==> src/rtl/sram_arb_pkg.sv <==
// Shared types for the SRAM port arbiter: port ids, read-return tags and arbiter states.
// Port ids are sized for up to MAX_PORTS requesters so one package serves every build.
package sram_arb_pkg;

    localparam int MAX_READ_LAT = 4;
    localparam int MAX_PORTS    = 16;
    localparam int PORT_ID_W    = $clog2(MAX_PORTS);

    typedef logic [PORT_ID_W-1:0] port_id_t;

    typedef struct packed {
        logic     valid;
        port_id_t port_id;
    } rd_tag_t;

    typedef enum logic [0:0] {
        ARB_IDLE  = 1'b0,
        ARB_OWNED = 1'b1
    } arb_state_e;

    function automatic port_id_t next_port(input port_id_t p, input int n);
        if (int'(p) + 1 >= n) begin
            return '0;
        end else begin
            return p + port_id_t'(1);
        end
    endfunction

endpackage

==> src/rtl/sram_arb_tag_pipe.sv <==
// Read-return tag pipeline: READ_LAT+1 stages of {valid, port_id}; the last stage
// lines up with SRAM read data and is decoded to a one-hot rvalid.
module sram_arb_tag_pipe
    import sram_arb_pkg::*;
#(
    parameter int N_PORTS  = 4,
    parameter int READ_LAT = 1
) (
    input  logic               clk_i,
    input  logic               rst_i,
    input  rd_tag_t            tag_i,
    output logic [N_PORTS-1:0] rvalid_o,
    output logic               busy_o
);

    localparam int STAGES = READ_LAT + 1;

    rd_tag_t stage_q [STAGES];

    // Shift the tag of every granted read toward the data-return slot.
    always_ff @(posedge clk_i) begin
        if (rst_i) begin
            for (int k = 0; k < STAGES; k++) begin
                stage_q[k] <= '0;
            end
        end else begin
            stage_q[0] <= tag_i;
            for (int k = 1; k < STAGES; k++) begin
                stage_q[k] <= stage_q[k-1];
            end
        end
    end

    // Decode the last stage to a one-hot valid and flag any read still in flight.
    always_comb begin
        rvalid_o = '0;
        busy_o   = 1'b0;
        for (int p = 0; p < N_PORTS; p++) begin
            rvalid_o[p] = stage_q[STAGES-1].valid
                          & (stage_q[STAGES-1].port_id == port_id_t'(p));
        end
        for (int k = 0; k < STAGES; k++) begin
            busy_o = busy_o | stage_q[k].valid;
        end
    end

endmodule

==> src/rtl/sram_port_arbiter.sv <==
// Round-robin arbiter sharing one single-port buffer SRAM among N_PORTS requesters with bounded bursts.
// Optional `EXT_PRIORITY_EN: port 0 (external loader) gets strict, burst-unbounded priority.
module sram_port_arbiter
    import sram_arb_pkg::*;
#(
    parameter  int N_PORTS   = 4,
    parameter  int DATA_W    = 64,
    parameter  int DEPTH     = 256,
    parameter  int READ_LAT  = 1,
    parameter  int MAX_BURST = 8,
    localparam int AW        = $clog2(DEPTH)
) (
    input  logic                    clk_i,
    input  logic                    rst_i,
    input  logic [N_PORTS-1:0]      req_cenb_i,
    input  logic [N_PORTS-1:0]      req_wenb_i,
    input  logic [N_PORTS*AW-1:0]   req_addr_i,
    input  logic [N_PORTS*DATA_W-1:0] req_d_i,
    output logic [N_PORTS-1:0]      gnt_o,
    output logic [N_PORTS-1:0]      rvalid_o,
    output logic [DATA_W-1:0]       rdata_o,
    output logic                    mem_cenb_o,
    output logic                    mem_wenb_o,
    output logic [AW-1:0]           mem_addr_o,
    output logic [DATA_W-1:0]       mem_d_o,
    input  logic [DATA_W-1:0]       mem_q_i,
    output logic                    busy_o
);

    localparam int               CNT_W     = $clog2(MAX_BURST + 1);
    localparam logic [CNT_W-1:0] BURST_MAX = CNT_W'(MAX_BURST);

    arb_state_e       state_q, state_d;
    port_id_t         owner_q, owner_d;
    port_id_t         rr_ptr_q, rr_ptr_d;
    logic [CNT_W-1:0] burst_cnt_q, burst_cnt_d;

    logic                 mem_cenb_q, mem_wenb_q;
    logic [AW-1:0]        mem_addr_q;
    logic [DATA_W-1:0]    mem_d_q;

    logic [N_PORTS-1:0]   req;
    logic [2*N_PORTS-1:0] req_dbl;
    logic [N_PORTS-1:0]   gnt;
    logic                 owner_req, burst_ok, hold, pri, any_req, any_gnt;
    port_id_t             start, rr_win, win;
    int                   rr_off, rr_sum;

    logic                 sel_wenb;
    logic [AW-1:0]        sel_addr;
    logic [DATA_W-1:0]    sel_d;
    rd_tag_t              tag_in;
    logic                 tag_busy;

    // Arbitration: keep the current owner while its burst lasts, otherwise rotate.
    always_comb begin
        req       = ~req_cenb_i;
        owner_req = 1'b0;
        for (int p = 0; p < N_PORTS; p++) begin
            owner_req = owner_req | (req[p] & (owner_q == port_id_t'(p)));
        end
        burst_ok = (burst_cnt_q < BURST_MAX);
`ifdef EXT_PRIORITY_EN
        burst_ok = burst_ok | (owner_q == '0);
        start    = ((state_q == ARB_OWNED) && (owner_q != '0)) ? next_port(owner_q, N_PORTS)
                                                                : rr_ptr_q;
        pri      = req[0] & ~((state_q == ARB_OWNED) && (owner_q == '0));
`else
        start    = (state_q == ARB_OWNED) ? next_port(owner_q, N_PORTS) : rr_ptr_q;
        pri      = 1'b0;
`endif
        hold    = (state_q == ARB_OWNED) & owner_req & burst_ok;
        any_req = |req;

        // Rotate requests so bit 0 is the start port; the lowest set bit is the winner.
        req_dbl = {req, req} >> start;
        rr_off  = 0;
        for (int off = N_PORTS - 1; off >= 0; off--) begin
            rr_off = req_dbl[off] ? off : rr_off;
        end
        rr_sum = int'(start) + rr_off;
        rr_win = port_id_t'((rr_sum >= N_PORTS) ? (rr_sum - N_PORTS) : rr_sum);

        state_d     = state_q;
        owner_d     = owner_q;
        rr_ptr_d    = rr_ptr_q;
        burst_cnt_d = burst_cnt_q;
        win         = '0;
        any_gnt     = 1'b0;
        if (pri) begin
            // A pre-empted owner resumes first once port 0 lets go.
            win         = '0;
            any_gnt     = 1'b1;
            owner_d     = '0;
            burst_cnt_d = CNT_W'(1);
            state_d     = ARB_OWNED;
            rr_ptr_d    = hold ? owner_q : start;
        end else if (hold) begin
            win         = owner_q;
            any_gnt     = 1'b1;
            burst_cnt_d = (burst_cnt_q == BURST_MAX) ? burst_cnt_q : burst_cnt_q + CNT_W'(1);
        end else if (any_req) begin
            win         = rr_win;
            any_gnt     = 1'b1;
            owner_d     = rr_win;
            burst_cnt_d = CNT_W'(1);
            state_d     = ARB_OWNED;
            rr_ptr_d    = start;
        end else begin
            state_d     = ARB_IDLE;
            rr_ptr_d    = start;
            burst_cnt_d = '0;
        end
    end

    // One-hot grant and AND-OR mux of the winning port's command.
    always_comb begin
        gnt      = '0;
        sel_wenb = 1'b0;
        sel_addr = '0;
        sel_d    = '0;
        for (int p = 0; p < N_PORTS; p++) begin
            gnt[p]   = any_gnt & ~rst_i & (win == port_id_t'(p));
            sel_wenb = sel_wenb | (gnt[p] & req_wenb_i[p]);
            sel_addr = sel_addr | ({AW{gnt[p]}} & req_addr_i[p*AW +: AW]);
            sel_d    = sel_d | ({DATA_W{gnt[p]}} & req_d_i[p*DATA_W +: DATA_W]);
        end
        tag_in.valid   = (|gnt) & sel_wenb;
        tag_in.port_id = win;
    end

    // Arbiter state registers.
    always_ff @(posedge clk_i) begin
        if (rst_i) begin
            state_q     <= ARB_IDLE;
            owner_q     <= '0;
            rr_ptr_q    <= '0;
            burst_cnt_q <= '0;
        end else begin
            state_q     <= state_d;
            owner_q     <= owner_d;
            rr_ptr_q    <= rr_ptr_d;
            burst_cnt_q <= burst_cnt_d;
        end
    end

    // Registered SRAM command; address and data hold their last value while idle.
    always_ff @(posedge clk_i) begin
        if (rst_i) begin
            mem_cenb_q <= 1'b1;
            mem_wenb_q <= 1'b1;
            mem_addr_q <= '0;
            mem_d_q    <= '0;
        end else if (|gnt) begin
            mem_cenb_q <= 1'b0;
            mem_wenb_q <= sel_wenb;
            mem_addr_q <= sel_addr;
            mem_d_q    <= sel_d;
        end else begin
            mem_cenb_q <= 1'b1;
            mem_wenb_q <= 1'b1;
        end
    end

    sram_arb_tag_pipe #(
        .N_PORTS  (N_PORTS),
        .READ_LAT (READ_LAT)
    ) u_tag_pipe (
        .clk_i    (clk_i),
        .rst_i    (rst_i),
        .tag_i    (tag_in),
        .rvalid_o (rvalid_o),
        .busy_o   (tag_busy)
    );

    assign gnt_o      = gnt;
    assign mem_cenb_o = mem_cenb_q;
    assign mem_wenb_o = mem_wenb_q;
    assign mem_addr_o = mem_addr_q;
    assign mem_d_o    = mem_d_q;
    assign rdata_o    = (|rvalid_o) ? mem_q_i : '0;
    assign busy_o     = (|gnt) | ~mem_cenb_q | tag_busy;

endmodule

==> config.mk <==
export PLATFORM = sky130hd
export DESIGN_NAME = sram_port_arbiter
export DESIGN_NICKNAME = d
export VERILOG_FILES = /design/src/rtl/sram_arb_pkg.sv /design/src/rtl/sram_arb_tag_pipe.sv /design/src/rtl/sram_port_arbiter.sv
export SDC_FILE = /design/constraint.sdc
export NUM_CORES = 1
export LEC_CHECK = 0
export BUFFER_PORTS_ARGS = -buffer_cell sky130_fd_sc_hd__buf_2
export CAP_MARGIN = 15
export CORE_AREA = 2 2 198 200
export DETAILED_ROUTE_END_ITERATION = 6
export DIE_AREA = 0 0 200 202
export HOLD_SLACK_MARGIN = 0.06
export SYNTH_ARGS = -nofsm -noshare
export SYNTH_HDL_FRONTEND = slang
export SYNTH_SLANG_ARGS = --single-unit
export TNS_END_PERCENT = 100
==> constraint.sdc <==
create_clock -name clk_i -period 7.4 [get_ports clk_i]
set_input_delay 1.11 -clock clk_i [delete_from_list [all_inputs] [get_ports clk_i]]
set_output_delay 1.11 -clock clk_i [all_outputs]
set_load 0.05 [all_outputs]
Yosys cells after proc, flatten, opt, wreduce, memory -nomap -nowiden --
Memories as Yosys holds them, arrays and structs flattened. Index checks and enable logic that the tools add are counted.
Word-level totals: output and inout port bits 147, memories kept 1, RAM bits 10, input port bits 362, register bits after elaboration 87, logic and storage cells 108
Operators by class: add/subtract/negate cells 5, eq/ne operators 11, multiplexer cells 21, $lt $le $gt $ge 3, bitwise operators 50, reduce and logical (&&, ||, !) cells 8, shift operators 1
Memory list:
- u_tag_pipe.stage_q | words 2, bits a word 5, rd ports 2, clocked after Yosys merged registers in 0, wr ports 2, RTL line sram_arb_tag_pipe.sv:18 | rd_tag_t stage_q [STAGES];
Operators by type and width (count):
- 64-bit AND | 4
- 64-bit bitwise OR | 3
- 64-bit two-way mux | 1
- 8-bit AND | 4
- 4-bit two-way mux | 7
- 4-bit by 2-bit == test with 1-bit output (second input constant) | 6
- 8-bit bitwise OR | 3
- 1-bit AND | 20
- 4-bit by 1-bit == test with 1-bit output (second input constant) | 3
- 4-bit logical NOT | 3
- 4-bit OR reduction | 3
- 1-bit bitwise OR | 11
- 5-bit by 3-bit greater-or-equal comparator with 1-bit output (second input constant) | 2
- 5-bit two-way mux | 2
- 4-bit by 1-bit adder with 4-bit output (second input constant) | 2
- 2-bit two-way mux | 4
- 8-bit by 4-bit right shift with 4-bit output | 1
- 1-bit two-way mux | 7
- 4-bit by 1-bit adder with 5-bit output (second input constant) | 1
- 4-bit by 2-bit adder with 5-bit output | 1
- 4-bit == test (second input constant) | 1
- 4-bit less-than comparator (second input constant) | 1
- 1-bit NOT | 4
- 4-bit NOT | 1
- other kinds (4) | 4

Logic depth before layout (Yosys ltp) --
depth after elaboration 22, gate-level depth with buffers 23, gate-level depth less buffers 22

By module --
From an unflattened synthesis, not the netlist that was laid out.
Unflattened totals: cell total of the unflattened synthesis 823, area total of the unflattened synthesis 6790.3 um2
By module, submodules not included:
- sram_port_arbiter | area an instance 6471.2 um2, instances 1, seq. area each 1741.7 um2, cells an instance 797
- sram_arb_tag_pipe | area an instance 319.1 um2, instances 1, seq. area each 200.2 um2, cells an instance 26

Worst setup path after synthesis --
No wires, ideal clock.
kind input to output, from input port req_cenb_i[3], to output port gnt_o[3], buffers on the path 1, stages on the path 15, data required time 6290 ps, setup slack 1253 ps, data arrival time 5037 ps, cells stage by stage inv_1 a21o_1 a21oi_1 nor3_1 o21a_1 or4_1 fa_1 nor3b_1 nor2_1 ha_1 nor3_1 nor3_1 or3_1 buf_2 nor2b_1
Between the ends: longest elaborated chain between the ends 13, elaborated cells on any way between the ends 22, classes of those cells 2 x add/sub; 1 x order compare; 1 x eq/ne; 1 x shift; 9 x mux; 7 x bitwise; 1 x reduce/logical
RTL lines:
- start: declaration | RTL line sram_port_arbiter.sv:15 | input logic [N_PORTS-1:0] req_cenb_i,
- 4-bit NOT (*) | RTL line sram_port_arbiter.sv:57 | req = ~req_cenb_i;
- 8-bit by 4-bit right shift with 4-bit output | RTL line sram_port_arbiter.sv:76 | req_dbl = {req, req} >> start;
- 2-bit two-way mux (4 in series) | RTL line sram_port_arbiter.sv:79 | rr_off = req_dbl[off] ? off : rr_off;
- 4-bit by 2-bit adder with 5-bit output | RTL line sram_port_arbiter.sv:81 | rr_sum = int'(start) + rr_off;
- 4-bit by 3-bit subtractor with 4-bit output or 5-bit by 3-bit greater-or-equal comparator with 1-bit output (tied branches) | RTL line sram_port_arbiter.sv:82 | rr_win = port_id_t'((rr_sum >= N_PORTS) ? (rr_sum - N_PORTS) : rr_sum);
- 4-bit two-way mux | RTL line sram_port_arbiter.sv:82
- 4-bit two-way mux | RTL line sram_port_arbiter.sv:102 | end else if (any_req) begin
- 4-bit two-way mux | RTL line sram_port_arbiter.sv:98 | end else if (hold) begin
- 4-bit by 2-bit == test with 1-bit output | RTL line sram_port_arbiter.sv:123 | gnt[p] = any_gnt & ~rst_i & (win == port_id_t'(p));
- 1-bit AND (*) | RTL line sram_port_arbiter.sv:123
- end: declaration | RTL line sram_port_arbiter.sv:19 | output logic [N_PORTS-1:0] gnt_o,
Mark *: on every way between the ends. The rest lies on a longest branch, timed or not.

Worst setup path in the final report --
from register owner_q[0], to output port gnt_o[3]
Between the ends: longest elaborated chain between the ends 16, elaborated cells on any way between the ends 33, classes of those cells 4 x add/sub; 2 x order compare; 4 x eq/ne; 1 x shift; 10 x mux; 11 x bitwise; 1 x reduce/logical
RTL lines:
- start: declaration | RTL line sram_port_arbiter.sv:34 | port_id_t owner_q, owner_d;
- start signal: assignment | RTL line sram_port_arbiter.sv:141 | owner_q <= owner_d;
- 4-bit by 1-bit adder with 5-bit output | RTL line sram_arb_pkg.sv:22 | if (int'(p) + 1 >= n) begin
- 5-bit by 3-bit greater-or-equal comparator with 1-bit output | RTL line sram_arb_pkg.sv:22
- 4-bit two-way mux (*) | RTL line sram_arb_pkg.sv:22
- 4-bit two-way mux (*) | RTL line sram_port_arbiter.sv:69 | start = (state_q == ARB_OWNED) ? next_port(owner_q, N_PORTS) : rr_ptr_q;
- net start[1] | RTL line sram_port_arbiter.sv:46 | port_id_t start, rr_win, win;
- 8-bit by 4-bit right shift with 4-bit output | RTL line sram_port_arbiter.sv:76
- 2-bit two-way mux (4 in series) | RTL line sram_port_arbiter.sv:79
- 4-bit by 2-bit adder with 5-bit output (*) | RTL line sram_port_arbiter.sv:81
- 4-bit by 3-bit subtractor with 4-bit output or 5-bit by 3-bit greater-or-equal comparator with 1-bit output (tied branches) | RTL line sram_port_arbiter.sv:82
- 4-bit two-way mux (*) | RTL line sram_port_arbiter.sv:82
- 4-bit two-way mux (*) | RTL line sram_port_arbiter.sv:102
- 4-bit two-way mux (*) | RTL line sram_port_arbiter.sv:98
- 4-bit by 2-bit == test with 1-bit output (*) | RTL line sram_port_arbiter.sv:123
- 1-bit AND (*) | RTL line sram_port_arbiter.sv:123
Mark *: on every way through the listed nets, which the timed path passes. The rest lies on a longest branch.

==> results_dict.tcl <==
set metrics [dict create \
    routed_wirelength_um 27400 \
    path_clk_slew_ns 0.07 \
    hold_viol 0 \
    synth_edf_count 0 \
    numCtsBuffers 9 \
    finalCriticalPeriod_ns 6.82 \
    whs_path_depth 1 \
    ys_types 46 \
    ant_nets 0 \
    syn-num-nets 1032 \
    max_slew.worst_pin.slew_ns 1.03 \
    status "complete, no violations" \
    coreArea_sq_um 38300 \
    antenna_cells 0 \
    hp-class "reg2reg" \
    drv_slew 0 \
    finalCritPeriodShare_pct 92.2 \
    criticalPathCategory "reg2out" \
    grt_util_all_layers_pct 12.8 \
    skew_ns 0.0124 \
    tns_ns 0 \
    clockBufferDepth 2 \
    pin_count 509 \
    place.port_buffers 508 \
    p_leak_nw 4.76 \
    synthAdderAreaFrac_pct 2.13 \
    reg2reg_slack_ns 1.53 \
    dpl.hpwl_um 21800 \
    post_cts_buffers 0 \
    critical_path_arrival_ns 5.71 \
    end_kind "primary output" \
    die_w_um 200 \
    htreeDepth 3 \
    peakVddDrop_uv 352 \
    final_layout_size_suffix_gt1_share_pct 47.6 \
    r2r_end "mem_d_o[27]$_SDFFE_PP0N_" \
    syn_area_per_cell_sq_um 9.44 \
    clock_sinks 97 \
    worstSkewPairLatency_ns 0.37 \
    finalSetupViolCount 0 \
    timing.rr.start "owner_q[0]$_SDFFE_PP0P_" \
    finalWorstSetupSlack_ns 0.579 \
    rsz0062_at_grt "no" \
    relSlewSlack_pct 31.3 \
    p_per_area_nw_per_um2 472 \
    hold_start "u_tag_pipe.stage_q[0][0]$_SDFF_PP0_" \
    dieArea_sq_um 40400 \
    cts_root_buf "clkbuf_16" \
    dpl_worst_slack_ns 1.00 \
    grt_pass1_vias 6853 \
    synth-xor-area-share_pct 0.422 \
    start_util_pct 16.3 \
    hold_buffers 0 \
    tritoncts "done" \
    reg2reg_depth 22 \
    required_ns 6.29 \
    drt-wirelength-per-cell_um 16.6 \
    die_height_um 202 \
    syn_inst 660 \
    cp-startpoint "owner_q[0]$_SDFFE_PP0P_" \
    synth_top_family_by_area "multiplexers" \
    synth_ff_type "dfxtp_1" \
    viasPerCell 4.33 \
    multiInputGateArea_sq_um 3960 \
    drc 0 \
    stdcell_area_sq_um 9560 \
    seq_area_sq_um 1940 \
    globalplace.congestion 0.888 \
    dr.pass1.iters 5 \
    clock.fmax_mhz 147 \
    vias 7159 \
    startpoint_type "register" \
    grt_pass1_wl_um 39000 \
    place_area_sq_um 9230 \
    yosys.area_share.simple_pct 22.0 \
    min_to "u_tag_pipe.stage_q[0][5]$_SDFF_PP0_" \
    nets 1502 \
    final_core_util_pct 25.0 \
    ys_warn_count 0 \
    async_flop_share_pct 0 \
    synth_mux_area_share_pct 24.0 \
    cts_resized 0 \
    synth_compound_area_share_pct 14.2 \
    ys_seq_elements 97 \
    worstPathMaxFanout 7 \
    placement_rows 72 \
    nFillCells 4152 \
    cap_violations 0 \
    grt.overflow.total 0 \
    grt_max_degree 74 \
    drtIter0Drc 335 \
    antenna_found_initial 2 \
    syn_area_sq_um 6230 \
    area_growth_pct 53.4 \
    seq_area_frac_synth_pct 31.2 \
]
area by class of cell:
class	count	area share (%)
multi-input combinational	489	41.4
timing repair buffer	519	27.5
sequential	97	20.3
tap	518	6.78
clock buffer	10	2.40
clock inverter	5	1.10
inverter	14	0.550
stage by stage:
stage          hold slack, ns  total power (W)  std cells
6_report                0.438          0.00451       1652
5_1_grt                 0.469          0.00478       1652
4_1_cts                 0.439          0.00456       1652
3_5_place_dp            0.422          0.00399       1637
3_3_place_gp            0.423          0.00395       1637
2_1_floorplan           0.414          0.00331        660
worst max-delay path by stage:
stage,endpoint,slack [ns],depth (start not counted)
after floorplan,gnt_o[3],1.25,15
after global placement,gnt_o[3],1.13,22
after detailed placement,gnt_o[3],1.00,22
after CTS,gnt_o[3],0.55,22
after global routing,gnt_o[2],0.12,22
final,gnt_o[3],0.58,22
worst max-delay path, stage by stage (launching register included):
cell and delay [ns]:
dfxtp_1 0.45, inv_1 0.12, ha_1 0.31, inv_1 0.07
or2_2 0.10, a2bb2oi_1 0.40, inv_1 0.23, a211oi_1 0.33
o21ai_0 0.15, a31oi_1 0.15, ha_1 0.18, inv_1 0.06
fa_1 0.43, nor3b_1 0.39, nor2_1 0.09, ha_1 0.20
nand3b_1 0.10, nand2_1 0.08, a21oi_1 0.47, nor3_1 0.14
or3_2 0.53, nor2b_1 0.12, buf_2 0.26
kinds of logic (layout without fill, tap and decap cells):
group | after synthesis | after routing
simple gates | 219 | 219
buf+inv | 74 | 548
compound gates | 108 | 108
fa+ha+maj | 10 | 10
xor+xnor | 3 | 3
flops | 97 | 97
mux | 149 | 149
routing by layer:
metal	global-route usage (%)	vias up	part of all wire, %
met5	0	-	0.044
met4	4.18	2	1.8
met3	2.85	24	7.5
met1	13.9	3339	39
li1	-	3407	-
met2	24.4	387	52
sequential cells by signal, summed over array words and instances, names as in the netlist:
name and cells:
state_q 1, u_tag_pipe.stage_q 10, burst_cnt_q 4, rr_ptr_q 4, mem_addr_o 8, mem_d_o 64
mem_cenb_o 1, mem_wenb_o 1, owner_q 4
where the power goes:
group | leakage [nW] | internal [W] | switching [W]
sequential | 0.803 | 0.000723 | 0.0000958
clock | 0.155 | 0.000329 | 0.000221
combinational | 3.80 | 0.00110 | 0.00204
total | 4.76 | 0.00216 | 0.00235
synth_stat cells, drive strengths merged (3+ instances only):
cell type  count  share of area (%)
a21oi          8               0.64
nand3b        73                8.8
o221ai        73                 10
nand2         13               0.78
clkbuf        32                2.1
inv           14               0.84
nor3           5               0.40
nor3b          3               0.36
nand3          6               0.48
nor2          23                1.4
ha             9                1.8
nand2b         4               0.40
mux2i        148                 24
a21boi         3               0.36
buf           28                3.0
o21ai          4               0.32
dfxtp         97                 31
a211oi         4               0.48
and2          65                6.5
nor2b         13                1.3
and3b          3               0.42
cells in the final DEF (no fill, tap or decap), types with 4 or more instances in the layout:
cell type	count
o21ai_0	4
a211oi_1	4
and2_1	65
nor2_1	23
clkbuf_16	9
buf_2	508
nand3_1	6
ha_1	9
inv_1	14
buf_4	11
nor2b_1	13
nand3b_1	73
nand2_1	13
nor3_1	5
a21oi_1	8
nand2b_1	4
dfxtp_1	97
mux2i_1	148
o221ai_1	73
(Power assumes the default switching activity.)
